==> config.mk <==
export PLATFORM = sky130hd
export DESIGN_NAME = spi_master_ctrl
export DESIGN_NICKNAME = d
export VERILOG_FILES = /design/src/rtl/spi_pkg.sv /design/src/rtl/spi_sck_gen.sv /design/src/rtl/spi_master_ctrl.sv
export SDC_FILE = /design/constraint.sdc
export NUM_CORES = 1
export LEC_CHECK = 0
export ABC_CLOCK_PERIOD_IN_PS = 1950
export CORE_MARGIN = 8
export CORE_UTILIZATION = 45
export CTS_CLUSTER_DIAMETER = 40
export DETAILED_ROUTE_END_ITERATION = 16
export DONT_BUFFER_PORTS = 1
export GPL_ROUTABILITY_DRIVEN = 0
export HOLD_SLACK_MARGIN = 0.08
export PLACE_DENSITY = 0.64
export SLEW_MARGIN = 20
export SYNTH_ARGS = -nofsm -noshare
export SYNTH_HDL_FRONTEND = slang
export SYNTH_SLANG_ARGS = --single-unit
==> constraint.sdc <==
create_clock -name clk -period 1.95 [get_ports clk]
set_input_delay 0.0975 -clock clk [delete_from_list [all_inputs] [get_ports clk]]
set_output_delay 0.0975 -clock clk [all_outputs]
set_load 0.05 [all_outputs]
==> src/rtl/spi_pkg.sv <==
// Shared SPI definitions: FSM state encoding, SPI mode constant and the
// default word/divider settings used by both the master and slave controllers.
package spi_pkg;

  typedef enum logic [2:0] {
    IDLE  = 3'd0,
    SETUP = 3'd1,
    XFER  = 3'd2,
    GAP   = 3'd3,
    HOLD  = 3'd4
  } spi_state_e;

  // {CPOL, CPHA}
  localparam logic [1:0] SPI_MODE0 = 2'b00;

  localparam int SPI_DATA_W_DEF   = 8;
  localparam int SPI_CLK_DIV_DEF  = 4;
  localparam int SPI_SS_GUARD_DEF = 4;

endpackage

==> src/rtl/spi_sck_gen.sv <==
// SCK generator: divides clk by CLK_DIV per half-period while enabled and
// flags the clk cycle on which SCK leaves (rise_evt) or returns to (fall_evt) idle.
module spi_sck_gen
  import spi_pkg::*;
#(
  parameter int CLK_DIV = SPI_CLK_DIV_DEF
) (
  input  logic clk,
  input  logic rst_n,
  input  logic en,
  output logic sck,
  output logic rise_evt,
  output logic fall_evt
);

  localparam int            DW       = (CLK_DIV > 1) ? $clog2(CLK_DIV) : 1;
  localparam logic [DW-1:0] DIV_LAST = DW'(CLK_DIV - 1);
  localparam logic          SCK_IDLE = SPI_MODE0[1];

  logic [DW-1:0] div_q;
  logic [DW-1:0] div_d;
  logic          sck_q;
  logic          sck_d;
  logic          tick_s;

  // Divider count and SCK toggle; disabling parks both at their idle values.
  always_comb begin
    div_d  = '0;
    sck_d  = SCK_IDLE;
    tick_s = 1'b0;
    if (en) begin
      tick_s = (div_q == DIV_LAST);
      if (tick_s) begin
        div_d = '0;
        sck_d = ~sck_q;
      end else begin
        div_d = div_q + DW'(1);
        sck_d = sck_q;
      end
    end else begin
      div_d = '0;
      sck_d = SCK_IDLE;
    end
  end

  // Divider and SCK registers.
  always_ff @(posedge clk or negedge rst_n) begin
    if (!rst_n) begin
      div_q <= '0;
      sck_q <= SCK_IDLE;
    end else begin
      div_q <= div_d;
      sck_q <= sck_d;
    end
  end

  assign sck      = sck_q;
  assign rise_evt = tick_s && (sck_q == SCK_IDLE);
  assign fall_evt = tick_s && (sck_q != SCK_IDLE);

endmodule

==> src/rtl/spi_master_ctrl.sv <==
// spi_master_ctrl: SPI mode 0 master, MSB first, one word per accepted byte;
// tx_last decides whether SS is released after the word or held for the next.
module spi_master_ctrl
  import spi_pkg::*;
#(
  parameter int DATA_W   = SPI_DATA_W_DEF,
  parameter int CLK_DIV  = SPI_CLK_DIV_DEF,
  parameter int SS_GUARD = SPI_SS_GUARD_DEF
) (
  input  logic              clk,
  input  logic              rst,
  input  logic [DATA_W-1:0] tx_data,
  input  logic              tx_last,
  input  logic              tx_valid,
  output logic              tx_ready,
  output logic [DATA_W-1:0] rx_data,
  output logic              rx_valid,
  output logic              busy,
  output logic              SCK,
  output logic              SS,
  output logic              MOSI,
  input  logic              MISO
);

  localparam int            BW         = $clog2(DATA_W);
  localparam int            GW         = (SS_GUARD > 1) ? $clog2(SS_GUARD) : 1;
  localparam logic [BW-1:0] BIT_LAST   = BW'(DATA_W - 1);
  localparam logic [GW-1:0] GUARD_LAST = GW'(SS_GUARD - 1);

  spi_state_e        state_q;
  spi_state_e        state_d;
  logic              ss_q;
  logic              ss_d;
  logic              busy_q;
  logic              busy_d;
  logic              mosi_q;
  logic              mosi_d;
  // MSB goes straight to MOSI on load, so only the remaining bits are kept.
  logic [DATA_W-2:0] tx_shift_q;
  logic [DATA_W-2:0] tx_shift_d;
  logic [DATA_W-1:0] rx_shift_q;
  logic [DATA_W-1:0] rx_shift_d;
  logic              last_q;
  logic              last_d;
  logic [BW-1:0]     bit_cnt_q;
  logic [BW-1:0]     bit_cnt_d;
  logic [GW-1:0]     guard_q;
  logic [GW-1:0]     guard_d;
  logic [DATA_W-1:0] rx_data_q;
  logic [DATA_W-1:0] rx_data_d;
  logic              rx_valid_q;
  logic              rx_valid_d;
  logic              miso_s1_q;
  logic              miso_s2_q;

  logic              tx_ready_s;
  logic              accept_s;
  logic              sck_en_s;
  logic              sck_s;
  logic              rise_evt_s;
  logic              fall_evt_s;

  assign tx_ready_s = (state_q == IDLE) || (state_q == GAP);
  assign accept_s   = tx_valid && tx_ready_s;
  assign sck_en_s   = (state_q == XFER);

  spi_sck_gen #(
    .CLK_DIV (CLK_DIV)
  ) u_sck_gen (
    .clk      (clk),
    .rst_n    (rst),
    .en       (sck_en_s),
    .sck      (sck_s),
    .rise_evt (rise_evt_s),
    .fall_evt (fall_evt_s)
  );

  // Two-flop synchroniser for MISO.
  always_ff @(posedge clk or negedge rst) begin
    if (!rst) begin
      miso_s1_q <= 1'b0;
      miso_s2_q <= 1'b0;
    end else begin
      miso_s1_q <= MISO;
      miso_s2_q <= miso_s1_q;
    end
  end

  // Next-state and datapath for the frame sequencer.
  always_comb begin
    state_d    = state_q;
    ss_d       = ss_q;
    busy_d     = busy_q;
    mosi_d     = mosi_q;
    tx_shift_d = tx_shift_q;
    rx_shift_d = rx_shift_q;
    last_d     = last_q;
    bit_cnt_d  = bit_cnt_q;
    guard_d    = guard_q;
    rx_data_d  = rx_data_q;
    rx_valid_d = 1'b0;

    case (state_q)
      IDLE: begin
        if (accept_s) begin
          state_d = SETUP;
          ss_d    = 1'b0;
          busy_d  = 1'b1;
          guard_d = '0;
        end else begin
          state_d = IDLE;
        end
      end
      SETUP: begin
        if (guard_q == GUARD_LAST) begin
          state_d   = XFER;
          guard_d   = '0;
          bit_cnt_d = '0;
        end else begin
          guard_d = guard_q + GW'(1);
        end
      end
      XFER: begin
        if (rise_evt_s) begin
          rx_shift_d = {rx_shift_q[DATA_W-2:0], miso_s2_q};
        end else if (fall_evt_s) begin
          if (bit_cnt_q != BIT_LAST) begin
            mosi_d     = tx_shift_q[DATA_W-2];
            tx_shift_d = tx_shift_q << 1;
            bit_cnt_d  = bit_cnt_q + BW'(1);
          end else begin
            rx_data_d  = rx_shift_q;
            rx_valid_d = 1'b1;
            bit_cnt_d  = '0;
            guard_d    = '0;
            state_d    = last_q ? HOLD : GAP;
          end
        end else begin
          state_d = XFER;
        end
      end
      GAP: begin
        if (accept_s) begin
          state_d = XFER;
        end else begin
          state_d = GAP;
        end
      end
      HOLD: begin
        if (guard_q == GUARD_LAST) begin
          state_d = IDLE;
          ss_d    = 1'b1;
          busy_d  = 1'b0;
          mosi_d  = 1'b0;
          guard_d = '0;
        end else begin
          guard_d = guard_q + GW'(1);
        end
      end
      default: begin
        state_d = IDLE;
        ss_d    = 1'b1;
        busy_d  = 1'b0;
        mosi_d  = 1'b0;
      end
    endcase

    // Byte load is common to IDLE and GAP acceptance.
    if (accept_s) begin
      mosi_d     = tx_data[DATA_W-1];
      tx_shift_d = tx_data[DATA_W-2:0];
      last_d     = tx_last;
      rx_shift_d = '0;
      bit_cnt_d  = '0;
    end else begin
      last_d = last_q;
    end
  end

  // Sequencer state and registered outputs.
  always_ff @(posedge clk or negedge rst) begin
    if (!rst) begin
      state_q    <= IDLE;
      ss_q       <= 1'b1;
      busy_q     <= 1'b0;
      mosi_q     <= 1'b0;
      tx_shift_q <= '0;
      rx_shift_q <= '0;
      last_q     <= 1'b0;
      bit_cnt_q  <= '0;
      guard_q    <= '0;
      rx_data_q  <= '0;
      rx_valid_q <= 1'b0;
    end else begin
      state_q    <= state_d;
      ss_q       <= ss_d;
      busy_q     <= busy_d;
      mosi_q     <= mosi_d;
      tx_shift_q <= tx_shift_d;
      rx_shift_q <= rx_shift_d;
      last_q     <= last_d;
      bit_cnt_q  <= bit_cnt_d;
      guard_q    <= guard_d;
      rx_data_q  <= rx_data_d;
      rx_valid_q <= rx_valid_d;
    end
  end

  assign tx_ready = tx_ready_s;
  assign rx_data  = rx_data_q;
  assign rx_valid = rx_valid_q;
  assign busy     = busy_q;
  assign SCK      = sck_s;
  assign SS       = ss_q;
  assign MOSI     = mosi_q;

endmodule

==> impl_metrics.json <==
{
  "powerDensity_nw_per_um2": 644,
  "hold_buffers": 13,
  "synth_most_common_cell": "dfrtp_1",
  "min_period_over_period": 0.934,
  "clock_sinks": 41,
  "rr_worst_depth": 4,
  "status": "complete, no violations",
  "cp_cell_sequence": "and3b_1, and3_1, buf_4, mux2_2",
  "min_period_ps": 1820,
  "drc": 0,
  "grt_usage": 0.124,
  "root_buffer": "clkbuf_8",
  "yosys_warnings": 0,
  "syn-num-nets": 182,
  "cp-start-kind": "flip-flop",
  "via_per_inst": 5.44,
  "core.rowCount": 24,
  "worst_path_max_delay_cell": "dfrtp_1",
  "drtIter0Drc": 127,
  "async_reset_ff_frac": 1.00,
  "path_clk_slew_ps": 80,
  "start_util": 0.463,
  "final.setup_skew_ps": 5.28,
  "ys_ff_latch": 41,
  "fin_util": 0.540,
  "wl_um": 3780,
  "hold_path.class": "input pin to flip-flop",
  "grt_max_degree": 42,
  "grt_pass1_vias": 1396,
  "final_area_um2": 2340,
  "setup_viol": 0,
  "worstPathMaxFanout": 10,
  "synth_top_area_share": 0.500,
  "worstMarginPinSlew_ps": 631,
  "clk_path_buf_depth": 2,
  "synth_area_leader_cell": "dfrtp_1",
  "core_area_um2": 4320,
  "synth.area.top_cells": "dfrtp_1, mux2_2, mux2i_1, nor2_1, a22o_2",
  "final.setup.worst_slack_ps": 129,
  "whs_endpoint": "state_q[0]",
  "syn_area_um2": 2000,
  "cp.required_ps": 2120,
  "min_from": "tx_valid",
  "ys.flop_type": "dfrtp_1",
  "critPathKind": "flip-flop to flip-flop",
  "rsz0062_at_grt": "false",
  "drive_gt1_frac": 0.277,
  "grtUsageMet1": 0.159,
  "antenna_found_initial": 0,
  "avgSynthCellArea_um2": 12.1,
  "hold_depth": 3,
  "total_power_mw": 1.50,
  "leakage_nw": 1.09,
  "cp.arrival_ps": 1990,
  "instances_no_fill": 243,
  "clk_latency_ps": 280,
  "grt-ovfl-total": 0,
  "hold_slack_ps": 169,
  "place_area_um2": 2100,
  "drv_slew": 0,
  "dp_slack_ps": 139,
  "cp-end-kind": "flip-flop",
  "io_pins": 27,
  "irDropWorstVdd_mv": 0.573,
  "grt_util_met2": 0.197,
  "numPortBuffers": 0,
  "dieHeight_um": 82.7,
  "yosysUniqueCellTypes": 38,
  "drv_cap": 0,
  "use_met3": 0.0368,
  "place_inst": 222,
  "cts-resized-gates": 0,
  "dp_hpwl_um": 2790,
  "cpPeakStageDelay_ps": 660,
  "grt_pass1_wl_um": 6620,
  "r2r_slack_ps": 130,
  "fin_tns_setup_ps": 0,
  "hold_viol": 0,
  "die_area_um2": 6840,
  "busiest_layer": "met2",
  "synthCells": 165,
  "rr_startpoint": "state_q[1]",
  "insertedDiodeCount": 0,
  "seq_area_frac_synth": 0.513,
  "nFillCells": 381,
  "wl_per_cell_um": 15.5,
  "die_w_um": 82.7,
  "dr.pass1.iters": 4,
  "area_delta_synth_final_pct": 16.6,
  "tritoncts.num_buffers": 5,
  "rr_endpoint": "rx_data[7]",
  "synth_common_cells": "dfrtp_1, nor2_1, nand2_1",
  "nets": 207,
  "synth-edff-count": 0,
  "fmax_ghz": 0.549,
  "htreeDepth": 2,
  "cts_tree": "done",
  "timing.slew.headroom": 0.579,
  "vias": 1323,
  "antenna_left": 0,
  "postCtsSetupBuffers": 0
}
==> worst max-delay path by stage <==
stage / from / endpoint / depth (start not counted)
CTS: state_q[1] / rx_data[7] / 4
global route: state_q[1] / rx_data[7] / 4
detailed placement: state_q[1] / rx_data[7] / 4
global placement: state_q[1] / rx_data[1] / 4
finish: state_q[1] / rx_data[7] / 4
floorplan: bit_cnt_q[0] / tx_shift_q[5] / 5
==> kinds of logic after synthesis <==
kind of cell,Yosys count,share of synthesized area
AOI/OAI and AO/OA,30,0.114
xor gates and xnor gates,3,0.0225
adders and majority gates,4,0.0250
buffers and inverters,14,0.0450
DFF,41,0.513
muxes,24,0.132
and+or+nand+nor,49,0.148
==> power by group <==
group	leakage [nW]	total [mW]	switching, mW	internal, mW
combinational	0.528	0.0596	0.0274	0.0322
sequential	0.511	0.879	0.0143	0.864
clock	0.0512	0.565	0.279	0.287
==> worst max-delay path: cells and delay by family (launching register included) <==
| family | cells | cell delay, ps |
|---|---|---|
| mux | 1 | 350 |
| simple gates | 2 | 500 |
| flops | 1 | 660 |
| buf+inv | 1 | 190 |
==> final cells by class <==
class	count	area (µm²)	area share
clock buffers	6	82.6	0.0354
clock inverters	2	13.8	0.00589
inverters	6	22.5	0.00964
multi-input cells	110	886	0.379
flip-flops and latches	41	1030	0.440
well taps	52	65.1	0.0279
repair buffers	26	238	0.102
==> cells in the final DEF, fill, tap and decap left out, types with 3 or more instances in the layout <==
| cell type | synthesis | layout |
|---|---|---|
| a21o_1 | 5 | 5 |
| a22o_1 | 3 | 3 |
| a22o_2 | 5 | 5 |
| buf_4 | 1 | 13 |
| clkbuf_8 | 0 | 6 |
| nor3_1 | 4 | 4 |
| mux2_2 | 12 | 12 |
| nand3_1 | 3 | 3 |
| mux2i_1 | 10 | 10 |
| dlygate4sd3_1 | 0 | 12 |
| ha_1 | 4 | 4 |
| o21ai_0 | 7 | 7 |
| dfrtp_1 | 40 | 39 |
| nor2_1 | 14 | 14 |
| nand2_1 | 13 | 13 |
| inv_1 | 6 | 6 |
| a21oi_1 | 4 | 4 |
==> flip-flops by register name (all words and copies together), names as in the netlist, 2 cells and up <==
register         count
bit_cnt_q            3
u_sck_gen.div_q      2
state_q              3
rx_shift_q           8
tx_shift_q           7
rx_data              8
guard_q              2
==> routing by layer <==
metal  vias to the layer above  share of wire
met2                        36           0.50
li1                        631              -
met4                         0          0.011
met5                         -              0
met1                       652           0.44
met3                         4          0.052
No activity file was read; power rests on OpenSTA's default activity.
